`config.mk`:
```
export PLATFORM = sky130hd
export DESIGN_NAME = screen_plotter
export DESIGN_NICKNAME = d
export VERILOG_FILES = /design/src/rtl/screen_plotter.sv
export SDC_FILE = /design/constraint.sdc
export NUM_CORES = 1
export LEC_CHECK = 0
export BUFFER_PORTS_ARGS = -buffer_cell sky130_fd_sc_hd__buf_2
export CAP_MARGIN = 0
export CORE_AREA = 4 4 95 61
export CTS_CLUSTER_DIAMETER = 150
export CTS_CLUSTER_SIZE = 10
export DETAILED_ROUTE_END_ITERATION = 8
export DIE_AREA = 0 0 99 65
export PLACE_DENSITY_LB_ADDON = 0.25
export RECOVER_POWER = 50
export SETUP_SLACK_MARGIN = 0.5
export SYNTH_ARGS = -nofsm -noshare
export SYNTH_HDL_FRONTEND = slang
export SYNTH_SLANG_ARGS = --single-unit
```
`constraint.sdc`:
```
create_clock -name clk -period 1.8 [get_ports clk]
set_input_delay 0.36 -clock clk [delete_from_list [all_inputs] [get_ports clk]]
set_output_delay 0.36 -clock clk [all_outputs]
set_load 0.02 [all_outputs]
```
`src/rtl/screen_plotter.sv`:
```
`default_nettype none
// ============================================================================
//  Module      : screen_plotter
//  Description : Full-screen raster plotter that walks every pixel of a frame,
//                reads the colour from a synchronous image ROM and drives the
//                VGA adapter write port.
//  Revision    : 1.0 - initial release
// ============================================================================
module screen_plotter #(
    parameter int WIDTH       = 160,
    parameter int HEIGHT      = 120,
    parameter int X_BITS      = 8,
    parameter int Y_BITS      = 7,
    parameter int ADDR_BITS   = 15,
    parameter int COLOUR_BITS = 3
) (
    input  logic                   clk,
    input  logic                   reset,
    input  logic                   go,
    input  logic [1:0]             screen_sel,
    output logic                   busy,
    output logic                   plot_done,
    output logic [1:0]             rom_scr,
    output logic [ADDR_BITS-1:0]   rom_addr,
    input  logic [COLOUR_BITS-1:0] rom_data,
    output logic [X_BITS-1:0]      x,
    output logic [Y_BITS-1:0]      y,
    output logic [COLOUR_BITS-1:0] colour,
    output logic                   plot
);

    localparam logic [1:0] c_IDLE  = 2'd0;
    localparam logic [1:0] c_DRAW  = 2'd1;
    localparam logic [1:0] c_FLUSH = 2'd2;

    localparam logic [X_BITS-1:0] c_X_LAST = X_BITS'(WIDTH - 1);
    localparam logic [Y_BITS-1:0] c_Y_LAST = Y_BITS'(HEIGHT - 1);

    logic [1:0]        r_state;
    logic [X_BITS-1:0] r_cnt_x;
    logic [Y_BITS-1:0] r_cnt_y;

    logic w_x_last;
    logic w_y_last;

    assign w_x_last = (r_cnt_x == c_X_LAST);
    assign w_y_last = (r_cnt_y == c_Y_LAST);

    assign busy   = (r_state != c_IDLE);
    assign colour = rom_data;

    always_ff @(posedge clk) begin
        if (reset) begin
            r_state   <= c_IDLE;
            r_cnt_x   <= '0;
            r_cnt_y   <= '0;
            rom_addr  <= '0;
            rom_scr   <= '0;
            x         <= '0;
            y         <= '0;
            plot      <= 1'b0;
            plot_done <= 1'b0;
        end else begin
            plot      <= 1'b0;
            plot_done <= 1'b0;
            case (r_state)
                c_IDLE: begin
                    if (go) begin
                        rom_scr  <= screen_sel;
                        r_cnt_x  <= '0;
                        r_cnt_y  <= '0;
                        rom_addr <= '0;
                        r_state  <= c_DRAW;
                    end
                end
                c_DRAW: begin
                    // ROM data for this address arrives next cycle, so the
                    // coordinates are delayed by one register to line up.
                    x    <= r_cnt_x;
                    y    <= r_cnt_y;
                    plot <= 1'b1;
                    if (w_x_last) begin
                        r_cnt_x <= '0;
                        if (w_y_last) begin
                            r_state <= c_FLUSH;
                        end else begin
                            r_cnt_y <= r_cnt_y + Y_BITS'(1);
                        end
                    end else begin
                        r_cnt_x <= r_cnt_x + X_BITS'(1);
                    end
                    // Hold on the final pixel so the index never exceeds N-1.
                    if (!(w_x_last && w_y_last)) begin
                        rom_addr <= rom_addr + ADDR_BITS'(1);
                    end
                end
                c_FLUSH: begin
                    plot_done <= 1'b1;
                    r_state   <= c_IDLE;
                end
                default: begin
                    r_state <= c_IDLE;
                end
            endcase
        end
    end

endmodule
`default_nettype wire

```
==> metrics.md <==
| Metric | Value |
|---|---|
| Outcome | finished, final reports clean |
| Placed Instance Area | 2760 um^2 |
| Crit path capture type | register |
| Max Root-Sink Buffers | 2 |
| Mapped Area | 2380 um^2 |
| Drt via density | 5.74 |
| WP data arrival | 1930 ps |
| Area leader, netlist | dfxtp_1 |
| Worst skew pair latency | 310 ps |
| Max Fclk | 0.576 GHz |
| DRT Pass-1 Iters | 4 |
| Root Buffer | clkbuf_8 |
| Post-DP HPWL | 4.11 mm |
| Fraction of layout cells with a size suffix above 1 | 37.6% |
| Critical path's largest stage delay | 440 ps |
| Final setup vio count | 0 |
| Synth Instances | 289 |
| Die Wd | 99 um |
| Worst vdd ir | 0.329 mV |
| Placer congestion estimate | 0.800 |
| Antenna-violating nets left | 0 |
| Num CTS Buffers | 5 |
| Design Area, Final | 3300 um^2 |
| Final Instance Count excl. Fillers | 425 |
| GRT Util Overall | 20.0% |
| Fin nets | 369 |
| Startpoint types | register |
| GR Overflow Total | 0 |
| Post-synthesis cell type count | 48 |
| Power Density | 639 nW/um^2 |
| P_leak | 1.24 nW |
| FF+latch count, synth | 51 |
| Routed Wire Length | 6.89 mm |
| RSZ-0062 raised after global routing | true |
| Initial antenna violation count | 0 |
| WP data required | 1990 ps |
| Initial Utilization | 48.2% |
| Post-Route Skew | 7.52 ps |
| Area Overhead vs Synth | 38.9% |
| Via count | 2439 |
| Share of power burned in registers | 54.1% |
| NetSw | 0.559 mW |
| Worst-path clk slew | 90 ps |
| Die Ht | 65 um |
| Htree depth | 2 |
| Clk network pwr share | 32.9% |
| Clock sinks | 51 |
| Fillcell total | 407 |
| CTS tree | yes |
| Post-CTS Hold Buffers | 0 |
| Area of the core | 4930 um^2 |
| Net Count, Synth | 300 |
| Sum of negative setup slack | 0 ps |
| Slew of the pin with the lowest slew margin | 887 ps |
| Final Hold Slack | 282 ps |
| Ys async rst share | 0% |
| Comb power frac | 13.0% |
| Slowest-stage cell, CP | a221o_2 |
| Post-synth top area share | 42.9% |
| Top-count cell post-synth | dfxtp_1 |
| List of most frequent post-synthesis cells | dfxtp_1, nand2_1, a21oi_1 |
| Die Area | 6440 um^2 |
| Minimum clock period | 1740 ps |
| Row count | 20 |
| Max Cap Viol | 0 |
| Total power | 2.11 mW |
| Sequential-to-total area share from yosys stat | 42.9% |
| Mean routed wirelength per cell | 16.2 um |
| Final Cycle Share | 96.5% |
| Top post-synthesis cells by area | dfxtp_1, a21oi_1, nand2_1, nor2_1, nand3_1 |
| Cells after DPL | 389 |
| DRC | 0 |
| Worst min-delay path class | in2reg |
| Peak fanout along the critical path | 7 |
| Max transition margin | 40.9% |
| Internal | 1.55 mW |
| Vias in the first global route | 2212 |
| Largest net degree at the start of global routing | 42 |
| Synth Warn # | 0 |
| First-pass GRT wire length | 10.5 mm |
| Sw frac | 26.5% |
| Average cell area after synthesis | 8.23 um^2 |
| Slew Limit Fails | 0 |
| # diodes | 0 |
| Final Hold Violating Endpoints | 0 |
| Port bufs | 39 |
| Num ports | 46 |
| Number of synthesized flops with an enable pin | 0 |
| Type of the worst setup path | reg2reg |
| Dominant synthesized flop cell | dfxtp_1 |
| Critical-path cell list | ha_4, and4b_2, buf_6, a221o_2, o21ai_1, a21oi_1 |
| Starting DRC count in detailed routing | 108 |
==> cells by family after synthesis <==
| family | share of synthesized area (%) |
|---|---|
| multiplexers | 1.68 |
| adder cells (fa/ha/maj) | 1.58 |
| AO/OA/AOI/OAI | 20.6 |
| flip-flops | 42.9 |
| AND/OR/NAND/NOR | 28.3 |
| buffers and inverters | 4.84 |
==> registers in the layout, summed over array words and instances (netlist names) <==
signal / cells
rom_addr: 15
r_cnt_x: 8
x: 8
r_cnt_y: 7
y: 7
r_state: 2
rom_scr: 2
plot: 1
plot_done: 1
==> layout by cell type, fill, tap and decap left out, drive strengths merged, types with 2 or more instances in the layout <==
cell / Yosys / routed
mux2i: 4 / 4
a311oi: 5 / 5
or4: 2 / 2
and3: 6 / 6
nor3b: 3 / 3
o41ai: 2 / 2
a211oi: 3 / 3
nor3: 7 / 7
o21a: 2 / 2
a21o: 2 / 2
nand2b: 3 / 3
ha: 3 / 3
dfxtp: 51 / 51
nand4: 3 / 3
and4: 5 / 5
a41oi: 2 / 2
or2: 3 / 3
nor2b: 6 / 6
a22oi: 2 / 2
nand3: 14 / 14
o21ai: 17 / 17
o31ai: 2 / 2
a31oi: 3 / 3
a21oi: 38 / 38
nand2: 47 / 47
inv: 2 / 2
nor2: 23 / 23
and2: 2 / 2
clkbuf: 8 / 34
buf: 13 / 56
==> routing by layer <==
layer  track usage [%]  part of all wire (%)
met5                 0                     0
met3              5.16                   5.7
met2              30.2                    46
met4              7.33                   1.3
met1              27.6                    47
==> power groups by stage <==
stage	clock [mW]	sequential, mW	combinational, mW
after floorplan	0	1.18	0.128
after global routing	0.759	1.14	0.293
after CTS	0.707	1.14	0.225
final	0.693	1.14	0.275
after global placement	0	1.18	0.188
after detailed placement	0	1.18	0.188
==> layout make-up <==
class | count | area, um^2 | area share, %
clock inverter | 1 | 3.75 | 0.114
inverter | 2 | 7.51 | 0.227
multi-input combinational | 215 | 1480 | 44.7
timing repair buffer | 83 | 578 | 17.5
sequential | 51 | 1070 | 32.3
clock buffer | 7 | 86.3 | 2.61
tap | 66 | 82.6 | 2.50
==> worst max-delay path, delay by kind of cell, from the launching register on <==
family | cells | cell delay [ps]
compound gates | 3 | 710
fa+ha+maj | 1 | 160
buf+inv | 1 | 130
flops | 1 | 350
simple gates | 1 | 270
==> repair_timing <==
item | CTS | global route
hold endpoints to repair | 0 | 0
gates resized for setup | 43 | 48
pin swaps | 19 | 24
setup endpoints to repair | 46 | 40
buffers inserted | 19 | 9
==> path summary, 6_finish.rpt <==
check                     to  slack (ps)  depth (start not counted)           from
hold / removal    rom_scr[1]         280                          3  screen_sel[1]
setup reg to reg  r_cnt_y[5]          60                          6     r_cnt_y[0]
setup / recovery  r_cnt_y[5]          60                          6     r_cnt_y[0]
hold reg to reg         x[5]         460                          2           x[5]
==> per-stage QoR <==
step	setup WS [ps]	utilization (%)
floorplan	216	-
global placement	53.6	55.9
detailed placement	-19.4	55.9
CTS	120	62.6
global route	-19.9	67.0
finish	62.9	67.0
(Power assumes the default switching activity.)
